<file path="src/rtl/decode_stage_ctrl_pkg.sv">
// Shared decode definitions: opcodes, control encodings and the ID/EX control bundle.
package decode_stage_ctrl_pkg;

  localparam logic [6:0] OP_R      = 7'b0110011;
  localparam logic [6:0] OP_IALU   = 7'b0010011;
  localparam logic [6:0] OP_LOAD   = 7'b0000011;
  localparam logic [6:0] OP_STORE  = 7'b0100011;
  localparam logic [6:0] OP_BRANCH = 7'b1100011;
  localparam logic [6:0] OP_JAL    = 7'b1101111;
  localparam logic [6:0] OP_JALR   = 7'b1100111;
  localparam logic [6:0] OP_LUI    = 7'b0110111;
  localparam logic [6:0] OP_AUIPC  = 7'b0010111;

  typedef enum logic [1:0] {ALU_ADD, ALU_BRANCH, ALU_RTYPE, ALU_ITYPE} aluop_e;
  typedef enum logic [1:0] {M2R_MEM, M2R_ALU, M2R_PC4, M2R_IMM}        memtoreg_e;
  typedef enum logic [1:0] {JMP_NONE, JMP_JAL, JMP_JALR, JMP_RSVD}     jump_e;

  typedef struct packed {
    logic      branch;
    logic      regwrite;
    logic      memread;
    logic      memwrite;
    logic      alusrc;
    aluop_e    aluop;
    memtoreg_e memtoreg;
    jump_e     jump;
    logic      illegal;
  } ctrl_t;

  localparam ctrl_t CTRL_NOP = '0;

  function automatic logic uses_rs1(input logic [6:0] op);
    return op inside {OP_R, OP_IALU, OP_LOAD, OP_STORE, OP_BRANCH, OP_JALR};
  endfunction

  function automatic logic uses_rs2(input logic [6:0] op);
    return op inside {OP_R, OP_STORE, OP_BRANCH};
  endfunction

endpackage

</file>
<file path="src/rtl/decode_stage_ctrl_if.sv">
// IF/ID-side inputs and ID/EX-side outputs of the decode stage.
interface decode_stage_ctrl_if #(
  parameter int XLEN  = 32,
  parameter int CNT_W = 16
);
  logic             instr_valid_i;
  logic [31:0]      instr_i;
  logic             flush_i;
  logic             ex_stall_i;
  logic             stall_o;
  logic             ex_valid_o;
  logic             ex_branch_o;
  logic             ex_regwrite_o;
  logic             ex_memread_o;
  logic             ex_memwrite_o;
  logic             ex_alusrc_o;
  logic [1:0]       ex_aluop_o;
  logic [1:0]       ex_memtoreg_o;
  logic [1:0]       ex_jump_o;
  logic [4:0]       ex_rs1_o;
  logic [4:0]       ex_rs2_o;
  logic [4:0]       ex_rd_o;
  logic [3:0]       ex_funct_o;
  logic [XLEN-1:0]  ex_imm_o;
  logic             ex_illegal_o;
  logic [CNT_W-1:0] bubble_cnt_o;

  modport master (
    output instr_i, instr_valid_i, flush_i, ex_stall_i,
    input  stall_o, ex_valid_o, ex_branch_o, ex_regwrite_o, ex_memread_o,
           ex_memwrite_o, ex_alusrc_o, ex_aluop_o, ex_memtoreg_o, ex_jump_o,
           ex_rs1_o, ex_rs2_o, ex_rd_o, ex_funct_o, ex_imm_o, ex_illegal_o,
           bubble_cnt_o
  );

  modport slave (
    input  instr_i, instr_valid_i, flush_i, ex_stall_i,
    output stall_o, ex_valid_o, ex_branch_o, ex_regwrite_o, ex_memread_o,
           ex_memwrite_o, ex_alusrc_o, ex_aluop_o, ex_memtoreg_o, ex_jump_o,
           ex_rs1_o, ex_rs2_o, ex_rd_o, ex_funct_o, ex_imm_o, ex_illegal_o,
           bubble_cnt_o
  );
endinterface

</file>
<file path="src/rtl/decode_stage_ctrl_imm_gen.sv">
// Immediate extraction by opcode format, sign-extended from bit 31 to XLEN.
module decode_stage_ctrl_imm_gen
  import decode_stage_ctrl_pkg::*;
#(
  parameter int XLEN = 32
) (
  input  logic [31:0]     instr_i,
  output logic [XLEN-1:0] imm_o
);
  logic [31:0] imm32;

  always_comb begin
    imm32 = '0;
    case (instr_i[6:0])
      OP_IALU, OP_LOAD, OP_JALR: imm32 = {{20{instr_i[31]}}, instr_i[31:20]};
      OP_STORE:                  imm32 = {{20{instr_i[31]}}, instr_i[31:25], instr_i[11:7]};
      OP_BRANCH:                 imm32 = {{19{instr_i[31]}}, instr_i[31], instr_i[7],
                                          instr_i[30:25], instr_i[11:8], 1'b0};
      OP_LUI, OP_AUIPC:          imm32 = {instr_i[31:12], 12'b0};
      OP_JAL:                    imm32 = {{11{instr_i[31]}}, instr_i[31], instr_i[19:12],
                                          instr_i[20], instr_i[30:21], 1'b0};
      default:                   imm32 = '0;
    endcase
  end

  // Every format already carries bit 31 in the top bit, so one signed widen covers RV64.
  assign imm_o = XLEN'($signed(imm32));
endmodule

</file>
<file path="src/rtl/decode_stage_ctrl.sv">
// ID stage: decodes IF/ID into the ID/EX register, with load-use bubbles, flush and EX stall.
module decode_stage_ctrl
  import decode_stage_ctrl_pkg::*;
#(
  parameter int XLEN  = 32,
  parameter int CNT_W = 16
) (
  input  logic                clk_i,
  input  logic                rst_i,
  decode_stage_ctrl_if.slave  bus
);
  logic [6:0]       opcode;
  logic [4:0]       rs1, rs2, rd;
  ctrl_t            dec;
  logic [XLEN-1:0]  imm;
  logic             hazard, load_en, bubble;

  logic             ex_valid_q, ex_valid_d;
  ctrl_t            ctrl_q, ctrl_d;
  logic [4:0]       rs1_q, rs1_d, rs2_q, rs2_d, rd_q, rd_d;
  logic [3:0]       funct_q, funct_d;
  logic [XLEN-1:0]  imm_q, imm_d;
  logic [CNT_W-1:0] cnt_q, cnt_d;

  assign opcode = bus.instr_i[6:0];
  assign rd     = bus.instr_i[11:7];
  assign rs1    = bus.instr_i[19:15];
  assign rs2    = bus.instr_i[24:20];

  decode_stage_ctrl_imm_gen #(.XLEN(XLEN)) u_imm_gen (
    .instr_i (bus.instr_i),
    .imm_o   (imm)
  );

  always_comb begin
    dec = CTRL_NOP;
    case (opcode)
      OP_R:      begin dec.regwrite = 1'b1; dec.aluop = ALU_RTYPE; dec.memtoreg = M2R_ALU; end
      OP_IALU:   begin dec.regwrite = 1'b1; dec.alusrc = 1'b1; dec.aluop = ALU_ITYPE;
                       dec.memtoreg = M2R_ALU; end
      OP_LOAD:   begin dec.regwrite = 1'b1; dec.memread = 1'b1; dec.alusrc = 1'b1;
                       dec.memtoreg = M2R_MEM; end
      OP_STORE:  begin dec.memwrite = 1'b1; dec.alusrc = 1'b1; end
      OP_BRANCH: begin dec.branch = 1'b1; dec.aluop = ALU_BRANCH; end
      OP_JAL:    begin dec.regwrite = 1'b1; dec.jump = JMP_JAL; dec.memtoreg = M2R_PC4; end
      OP_JALR:   begin dec.regwrite = 1'b1; dec.alusrc = 1'b1; dec.jump = JMP_JALR;
                       dec.memtoreg = M2R_PC4; end
      OP_LUI:    begin dec.regwrite = 1'b1; dec.memtoreg = M2R_IMM; end
      OP_AUIPC:  begin dec.regwrite = 1'b1; dec.alusrc = 1'b1; dec.aluop = ALU_ADD;
                       dec.memtoreg = M2R_ALU; end
      default:   dec.illegal = 1'b1;
    endcase
    if (rd == 5'd0) dec.regwrite = 1'b0;
  end

  // Only a load sitting in ID/EX can produce a value too late for forwarding.
  assign hazard = ex_valid_q & ctrl_q.memread & (rd_q != 5'd0) & bus.instr_valid_i &
                  ((uses_rs1(opcode) & (rs1 == rd_q)) | (uses_rs2(opcode) & (rs2 == rd_q)));

  assign load_en     = bus.flush_i | ~bus.ex_stall_i;
  assign bubble      = bus.flush_i | hazard | ~bus.instr_valid_i;
  assign bus.stall_o = rst_i & ~bus.flush_i & (bus.ex_stall_i | hazard);

  always_comb begin
    ex_valid_d = bubble ? 1'b0      : 1'b1;
    ctrl_d     = bubble ? CTRL_NOP  : dec;
    rs1_d      = bubble ? 5'd0      : rs1;
    rs2_d      = bubble ? 5'd0      : rs2;
    rd_d       = bubble ? 5'd0      : rd;
    funct_d    = bubble ? 4'd0      : {bus.instr_i[30], bus.instr_i[14:12]};
    imm_d      = bubble ? '0        : imm;
    cnt_d      = cnt_q;
    if (hazard && !bus.flush_i && !bus.ex_stall_i && (cnt_q != '1))
      cnt_d = cnt_q + CNT_W'(1);
  end

  always_ff @(posedge clk_i or negedge rst_i) begin
    if (!rst_i) begin
      ex_valid_q <= 1'b0;
      ctrl_q     <= CTRL_NOP;
      rs1_q      <= '0;
      rs2_q      <= '0;
      rd_q       <= '0;
      funct_q    <= '0;
      imm_q      <= '0;
      cnt_q      <= '0;
    end else if (load_en) begin
      ex_valid_q <= ex_valid_d;
      ctrl_q     <= ctrl_d;
      rs1_q      <= rs1_d;
      rs2_q      <= rs2_d;
      rd_q       <= rd_d;
      funct_q    <= funct_d;
      imm_q      <= imm_d;
      cnt_q      <= cnt_d;
    end
  end

  assign bus.ex_valid_o    = ex_valid_q;
  assign bus.ex_branch_o   = ctrl_q.branch;
  assign bus.ex_regwrite_o = ctrl_q.regwrite;
  assign bus.ex_memread_o  = ctrl_q.memread;
  assign bus.ex_memwrite_o = ctrl_q.memwrite;
  assign bus.ex_alusrc_o   = ctrl_q.alusrc;
  assign bus.ex_aluop_o    = ctrl_q.aluop;
  assign bus.ex_memtoreg_o = ctrl_q.memtoreg;
  assign bus.ex_jump_o     = ctrl_q.jump;
  assign bus.ex_illegal_o  = ctrl_q.illegal;
  assign bus.ex_rs1_o      = rs1_q;
  assign bus.ex_rs2_o      = rs2_q;
  assign bus.ex_rd_o       = rd_q;
  assign bus.ex_funct_o    = funct_q;
  assign bus.ex_imm_o      = imm_q;
  assign bus.bubble_cnt_o  = cnt_q;
endmodule

</file>
<file path="src/flat_wrapper.sv">
// flat-port wrapper written by rule: the top's interface ports become plain ports
module decode_stage_ctrl_flat import decode_stage_ctrl_pkg::*;
#(
  parameter int XLEN  = 32,
  parameter int CNT_W = 16
)
  (clk_i, rst_i, bus_instr_i, bus_instr_valid_i, bus_flush_i, bus_ex_stall_i, bus_stall_o, bus_ex_valid_o, bus_ex_branch_o, bus_ex_regwrite_o, bus_ex_memread_o, bus_ex_memwrite_o, bus_ex_alusrc_o, bus_ex_aluop_o, bus_ex_memtoreg_o, bus_ex_jump_o, bus_ex_rs1_o, bus_ex_rs2_o, bus_ex_rd_o, bus_ex_funct_o, bus_ex_imm_o, bus_ex_illegal_o, bus_bubble_cnt_o);
  decode_stage_ctrl_if #(.XLEN(XLEN), .CNT_W(CNT_W)) bus_i ();
  input  logic clk_i;
  input  logic rst_i;
  input wire logic [$bits(bus_i.instr_i)-1:0] bus_instr_i;
  input wire logic [$bits(bus_i.instr_valid_i)-1:0] bus_instr_valid_i;
  input wire logic [$bits(bus_i.flush_i)-1:0] bus_flush_i;
  input wire logic [$bits(bus_i.ex_stall_i)-1:0] bus_ex_stall_i;
  output wire logic [$bits(bus_i.stall_o)-1:0] bus_stall_o;
  output wire logic [$bits(bus_i.ex_valid_o)-1:0] bus_ex_valid_o;
  output wire logic [$bits(bus_i.ex_branch_o)-1:0] bus_ex_branch_o;
  output wire logic [$bits(bus_i.ex_regwrite_o)-1:0] bus_ex_regwrite_o;
  output wire logic [$bits(bus_i.ex_memread_o)-1:0] bus_ex_memread_o;
  output wire logic [$bits(bus_i.ex_memwrite_o)-1:0] bus_ex_memwrite_o;
  output wire logic [$bits(bus_i.ex_alusrc_o)-1:0] bus_ex_alusrc_o;
  output wire logic [$bits(bus_i.ex_aluop_o)-1:0] bus_ex_aluop_o;
  output wire logic [$bits(bus_i.ex_memtoreg_o)-1:0] bus_ex_memtoreg_o;
  output wire logic [$bits(bus_i.ex_jump_o)-1:0] bus_ex_jump_o;
  output wire logic [$bits(bus_i.ex_rs1_o)-1:0] bus_ex_rs1_o;
  output wire logic [$bits(bus_i.ex_rs2_o)-1:0] bus_ex_rs2_o;
  output wire logic [$bits(bus_i.ex_rd_o)-1:0] bus_ex_rd_o;
  output wire logic [$bits(bus_i.ex_funct_o)-1:0] bus_ex_funct_o;
  output wire logic [$bits(bus_i.ex_imm_o)-1:0] bus_ex_imm_o;
  output wire logic [$bits(bus_i.ex_illegal_o)-1:0] bus_ex_illegal_o;
  output wire logic [$bits(bus_i.bubble_cnt_o)-1:0] bus_bubble_cnt_o;
  assign bus_i.instr_i = bus_instr_i;
  assign bus_i.instr_valid_i = bus_instr_valid_i;
  assign bus_i.flush_i = bus_flush_i;
  assign bus_i.ex_stall_i = bus_ex_stall_i;
  assign bus_stall_o = bus_i.stall_o;
  assign bus_ex_valid_o = bus_i.ex_valid_o;
  assign bus_ex_branch_o = bus_i.ex_branch_o;
  assign bus_ex_regwrite_o = bus_i.ex_regwrite_o;
  assign bus_ex_memread_o = bus_i.ex_memread_o;
  assign bus_ex_memwrite_o = bus_i.ex_memwrite_o;
  assign bus_ex_alusrc_o = bus_i.ex_alusrc_o;
  assign bus_ex_aluop_o = bus_i.ex_aluop_o;
  assign bus_ex_memtoreg_o = bus_i.ex_memtoreg_o;
  assign bus_ex_jump_o = bus_i.ex_jump_o;
  assign bus_ex_rs1_o = bus_i.ex_rs1_o;
  assign bus_ex_rs2_o = bus_i.ex_rs2_o;
  assign bus_ex_rd_o = bus_i.ex_rd_o;
  assign bus_ex_funct_o = bus_i.ex_funct_o;
  assign bus_ex_imm_o = bus_i.ex_imm_o;
  assign bus_ex_illegal_o = bus_i.ex_illegal_o;
  assign bus_bubble_cnt_o = bus_i.bubble_cnt_o;
  decode_stage_ctrl #(.XLEN(XLEN), .CNT_W(CNT_W)) u_core (.clk_i(clk_i), .rst_i(rst_i), .bus(bus_i));
endmodule
</file>
<file path="config.mk">
export PLATFORM = sky130hd
export DESIGN_NAME = decode_stage_ctrl_flat
export DESIGN_NICKNAME = d
export VERILOG_FILES = /design/src/rtl/decode_stage_ctrl_pkg.sv /design/src/rtl/decode_stage_ctrl_if.sv /design/src/rtl/decode_stage_ctrl_imm_gen.sv /design/src/rtl/decode_stage_ctrl.sv /design/src/flat_wrapper.sv
export SDC_FILE = /design/constraint.sdc
export NUM_CORES = 1
export LEC_CHECK = 0
export BUFFER_PORTS_ARGS = -buffer_cell sky130_fd_sc_hd__buf_2
export CORE_UTILIZATION = 30
export DETAILED_ROUTE_END_ITERATION = 6
export PLACE_DENSITY_LB_ADDON = 0.2
export SLEW_MARGIN = 20
export SYNTH_ARGS = -nofsm -noshare
export SYNTH_HDL_FRONTEND = slang
export SYNTH_SLANG_ARGS = --single-unit
</file>
<file path="constraint.sdc">
create_clock -name clk_i -period 2.5 [get_ports clk_i]
set_input_delay 0.375 -clock clk_i [delete_from_list [all_inputs] [get_ports clk_i]]
set_output_delay 0.375 -clock clk_i [all_outputs]
set_load 0.02 [all_outputs]
</file>
Yosys cells after proc, flatten, opt, wreduce, memory -nomap -nowiden

Index checks and enable logic that the tools add are counted.

Register bits after elaboration: 80
Output and inout bits: 81
Word-level logic and storage cells: 80

Add/sub/neg operators: 1
Equality and inequality tests: 12
Mux-type cells: 18
Bitwise gates (word level): 16
Reductions and logical operators: 17

Operators by type and width:

| kind                  | number |
|---|---|
| $pmux 32 s5           | 1 |
| $mux 32               | 1 |
| $eq 7x6->1 const B    | 3 |
| $eq 7x7->1 const B    | 3 |
| $add 16x1->16 const B | 1 |
| $ne 16x16->1 const B  | 1 |
| $mux 5                | 3 |
| $eq 7x5->1 const B    | 2 |
| $mux 12               | 1 |
| $pmux 2 s3            | 2 |
| $eq 5x5->1            | 2 |
| $reduce_or 9->1       | 1 |
| $and 1x1->1           | 8 |
| $mux 1                | 8 |
| $eq 7x2->1 const B    | 1 |
| $reduce_or 7->1       | 1 |
| $reduce_bool 6->1     | 1 |
| $reduce_or 3->1       | 2 |
| $logic_not 5->1       | 1 |
| $or 1x1->1            | 5 |
| $reduce_bool 5->1     | 1 |
| $reduce_or 5->1       | 1 |
| $mux 4                | 1 |
| $pmux 2 s2            | 1 |
| 6 further kinds       | 12 |

Logic depth before layout (Yosys ltp)

Depth in word-level cells: 9
Mapped depth: 9
Mapped depth without buffers: 7

Hierarchy

A second synthesis with hierarchy kept.

Cell total of the unflattened synthesis: 356
Area total of the unflattened synthesis: 4037.6 um^2

By module, submodules not included:

| module                    | instances | cells an instance | area an instance (um^2) |
|---|---|---|---|
| decode_stage_ctrl         | 1         | 277               | 3490.8 |
| decode_stage_ctrl_imm_gen | 1         | 79                | 546.8 |

Worst setup path after synthesis

Ideal clock, no wire load.

Path kind: input to output
From: in bus_instr_i[3]
To: out bus_stall_o
Arrival: 2.355 ns
Required time: 2.125 ns
Setup slack: -0.230 ns
Cell stages on the path: 7
Cells stage by stage: buf_2 > or3_4 > or4_1 > a21o_1 > buf_6 > nor2b_1 > nor3b_1

Cells in the longest elaborated chain, start to end: 7

RTL lines:

| item                                                   | RTL line                                                 | source |
|---|---|---|
| from (decl)                                            | flat_wrapper.sv:11                                       | `input wire logic [$bits(bus_i.instr_i)-1:0] bus_instr_i;` |
| $eq 7x6->1 (tied with other cells)                     | decode_stage_ctrl_pkg.sv:33, decode_stage_ctrl_pkg.sv:37 |  |
| $reduce_bool 6->1 or $reduce_bool 3->1 (tied branches) | decode_stage_ctrl_pkg.sv:33, decode_stage_ctrl_pkg.sv:37 |  |
| $and 1x1->1                                            | decode_stage_ctrl.sv:58                                  | `((uses_rs1(opcode) & (rs1 == rd_q)) \| (uses_rs2(opcode) & (rs2 == rd_q)));` |
| $or 1x1->1 *                                           | decode_stage_ctrl.sv:58                                  |  |
| $and 1x1->1 *                                          | decode_stage_ctrl.sv:57                                  | `assign hazard = ex_valid_q & ctrl_q.memread & (rd_q != 5'd0) & bus.instr_valid_i &` |
| $or 1x1->1 *                                           | decode_stage_ctrl.sv:62                                  | `assign bus.stall_o = rst_i & ~bus.flush_i & (bus.ex_stall_i \| hazard);` |
| $and 1x1->1 *                                          | decode_stage_ctrl.sv:62                                  |  |
| to (decl)                                              | flat_wrapper.sv:15                                       | `output wire logic [$bits(bus_i.stall_o)-1:0] bus_stall_o;` |

Every way passes the cells marked *; elsewhere a longest branch is shown, timed or not.

Worst setup path after layout

From: reg u_core.rd_q[0], in the netlist u_core.bus.ex_rd_o[0]
To: out bus_stall_o

Cells in the longest elaborated chain, start to end: 6

RTL lines:

| item                                            | RTL line                                         | source |
|---|---|---|
| from (decl)                                     | decode_stage_ctrl.sv:20                          | `logic [4:0] rs1_q, rs1_d, rs2_q, rs2_d, rd_q, rd_d;` |
| from (signal assigned)                          | decode_stage_ctrl.sv:92                          | `rd_q <= rd_d;` |
| $eq 5x5->1 or $reduce_bool 5->1 (tied branches) | decode_stage_ctrl.sv:58, decode_stage_ctrl.sv:57 |  |
| $and 1x1->1, on equally long branches           | decode_stage_ctrl.sv:58, decode_stage_ctrl.sv:57 |  |
| $or 1x1->1 or $and 1x1->1 (tied branches)       | decode_stage_ctrl.sv:58, decode_stage_ctrl.sv:57 |  |
| $and 1x1->1 *                                   | decode_stage_ctrl.sv:57                          |  |
| $or 1x1->1 *                                    | decode_stage_ctrl.sv:62                          |  |
| $and 1x1->1 *                                   | decode_stage_ctrl.sv:62                          |  |

Marks and branches as above.

==> qor.csv <==
metric;value;unit
Setup crit start kind;register;
wire length of the first global-routing pass;18400;um
Clock transition at path regs;0.06;ns
final count of pins violating max slew;0;
Netlist cell types;40;
delay of the slowest critical-path stage;0.53;ns
fin worst setup slack;-0.104;ns
Worst Hold Class;input pin to register;
final global-route overflow total;0;
via/cell ratio;5.10;
maximum fanout count along the critical path;2;
I/O pin count;118;
Avg Inst Size Synth;10.1;sq um
IO Port Bufs;117;
total power density per cell area;563;nW/um^2
critical setup path kind;register to output pin;
number of placement rows;40;
placed cell area;4660;sq um
Yosys Warn Count;0;
final-layout worst hold slack;0.274;ns
worst ir drop on vdd;0.000229;V
worst skew pair latency;0.34;ns
share of the clock period used by the worst path after layout;104;%
setup violation total in the final timing report;1;
number of global-route vias before repair;3404;
total of max-cap violations;0;
number of buffer and inverter instances along the worst setup path;2;
Data arrival, critical path;2.23;ns
detailed-route wire length;11300;um
number of antenna violations at the first check in global routing;0;
Critical-path top delay cell;or4_1;
gate count after technology mapping;367;
total number of vias;3349;
most common cell after layout, fill and taps aside;buf_2;
total count of hold-check failures in the final report;0;
GPL Wtd Cong;0.886;
Power Total;2810;uW
Diodes inserted;0;
leakage power total;0.00257;uW
largest net degree at the start of global routing;63;
cell area after layout;4980;sq um
commonest cells after routing, fill and taps aside;115 x buf_2, 80 x dfrtp_1, 53 x nand2_1, 33 x o21ai_0, 31 x buf_4;
worst slack at placement;-0.106;ns
reg2reg setup slack;0.13;ns
CTS tree;done;
EDFF count, synth;0;
area inside the core boundary;12000;sq um
share of layout cells above drive strength 1;35.3;%
run status;finished with violations;
Synth-to-Final Area Change;34.9;%
area fraction of the dominant cell type after synthesis;54.2;%
count of routing violations after the opening detailed-route iteration;186;
crit path time final;2.60;ns
Yosys reg bits;80;
number of nets in the finished design;544;
slew at the pin closest to its max-slew limit;0.659;ns
remaining antenna violation count;0;
achievable clock frequency;384;MHz
library cell occupying the most area in the post-synthesis netlist;dfrtp_1;
initial standard-cell utilization of the core;30.8;%
gate family responsible for the most delay along the worst path;simple AND/OR/NAND/NOR gates;
violations in the final reports;setup timing;
horizontal extent of the die;113;um
maximum level of the CTS H-tree;3;
full die area;12800;sq um
number of buffers inserted during clock tree synthesis;9;
Overall Global Routing Usage;18.7;%
setup repair after global routing missed its margin;true;
share of synthesized area occupied by flip-flops and latches;54.2;%
Net Count, Synth;405;
library cell used as clock root buffer;clkbuf_16;
combined area of all synthesized cells;3690;sq um
ordered cell list for the critical path;buf_6, xnor2_2, nand4_1, or4_1, a21o_1, nor2b_4, nor3b_4, buf_6;
number of iterations in the first detailed-routing pass;4;
slew margin rel.;56.1;%
Longest Clk Path Bufs;2;
most used cell, CP;buf_6;
endpoint required time on the critical path;2.12;ns
main area contributors after synthesis;dfrtp_1 54%, a22o_1 6.2%, nand2_1 5.4%;
DIE HEIGHT;113;um
HPWL Detailed;8250;um
async set or reset register ratio after synthesis;100;%
largest clock skew in the final design;0.00683;ns
final core utilization;41.5;%
kind of end point of the critical path;output pin;
most used flip-flop cell after synthesis;dfrtp_1;
residual DRC count;0;
number of clock sinks;80;
mean routed wirelength per cell;17.3;um
-- final timing paths --
kind                                         startpoint                         end  cells past startpoint
worst max-delay path              u_core.bus.ex_rd_o[0]                 bus_stall_o                      8
worst min-delay path                    bus_instr_i[28]      u_core.bus.ex_imm_o[8]                      2
worst max register to register    u_core.bus.ex_rd_o[0]  u_core.bus.bubble_cnt_o[1]                      9
worst min register to register  u_core.bus.ex_imm_o[22]     u_core.bus.ex_imm_o[22]                      2
max in group asynchronous                         rst_i     u_core.bus.ex_imm_o[12]                      3
min in group asynchronous                         rst_i     u_core.bus.ex_jump_o[0]                      2
-- area by class of cell --
type,instances,area [sq um]
fill,1226,7030
sequential,80,2000
multi-input combinational,261,1630
timing repair buffer,152,901
clock buffer,10,229
tap,147,184
clock inverter,5,33.8
inverter,2,7.51
-- layer usage --
layer / up-vias / global-route usage [%] / wire [um]
li1: 1595 / - / -
met1: 1637 / 25.7 / 5230
met2: 105 / 29.1 / 5300
met3: 12 / 3.86 / 643
met4: 0 / 7.37 / 172
met5: - / 0 / 0
-- repair_timing --
| action | 4_1_cts | 5_1_grt |
|---|---|---|
| endpoints found under the hold margin | 29 | 0 |
| buffers inserted | 2 | 1 |
| setup endpoints to repair | 1 | 9 |
| pin swaps | 5 | 0 |
| hold buffers | 1 | 0 |
| gates resized for setup | 5 | 3 |
-- worst reg2reg max path: stages, from the launching register on --
cell and delay (ns):
dfrtp_1 0.38, buf_6 0.13, xnor2_2 0.11, nand4_1 0.09, or4_1 0.53, a21o_1 0.19
buf_4 0.14, buf_4 0.19, nor2_2 0.15, mux2_2 0.35
-- cell usage after synthesis (2+ instances only) --
cell	instances
a31oi_1	3
nor3b_1	3
xor2_1	19
or4_1	3
nor4_1	3
buf_2	3
nand2_1	53
nor2_1	16
dfrtp_1	80
a22oi_1	4
nand3_1	10
o21ai_0	33
inv_1	2
a22o_1	26
mux2_2	2
clkbuf_1	18
and4_1	2
nor2b_1	7
and3_1	2
nand4_1	5
xnor2_1	6
a32o_1	4
nor3_1	14
nor4b_1	2
a21oi_1	26
and3b_1	2
buf_6	3
o31ai_1	4
-- logic make-up (layout without fill, tap and decap cells) --
kind of cell,count (synthesis),in the layout,share of synthesized area [%]
simple gates,128,128,17.2
compound gates,105,105,18.4
flops,80,80,54.2
buf+inv,26,169,3.35
xor+xnor,25,25,5.93
mux,2,2,0.610
fa+ha+maj,1,1,0.339
-- sequential cells by signal, indices dropped and copies added, names as in the netlist, 4 cells and up --
| name | flops |
|---|---|
| u_core.bus.ex_rs1_o | 5 |
| u_core.bus.ex_funct_o | 4 |
| u_core.bus.bubble_cnt_o | 16 |
| u_core.bus.ex_rs2_o | 5 |
| u_core.bus.ex_imm_o | 32 |
| u_core.bus.ex_rd_o | 5 |
-- through the flow --
step	instances	TNS, ns
floorplan	367	0
global placement	638	-0.200
detailed placement	638	-0.671
CTS	656	-0.133
global route	657	-0.200
finish	657	-0.104
-- where the power goes --
| group | switching [uW] | internal, uW | leakage (uW) | total [uW] |
|---|---|---|---|---|
| combinational | 183 | 110 | 0.00134 | 293 |
| sequential | 11.7 | 1310 | 0.00111 | 1320 |
| clock | 523 | 667 | 0.000125 | 1190 |
No activity file was read; power rests on OpenSTA's default activity.
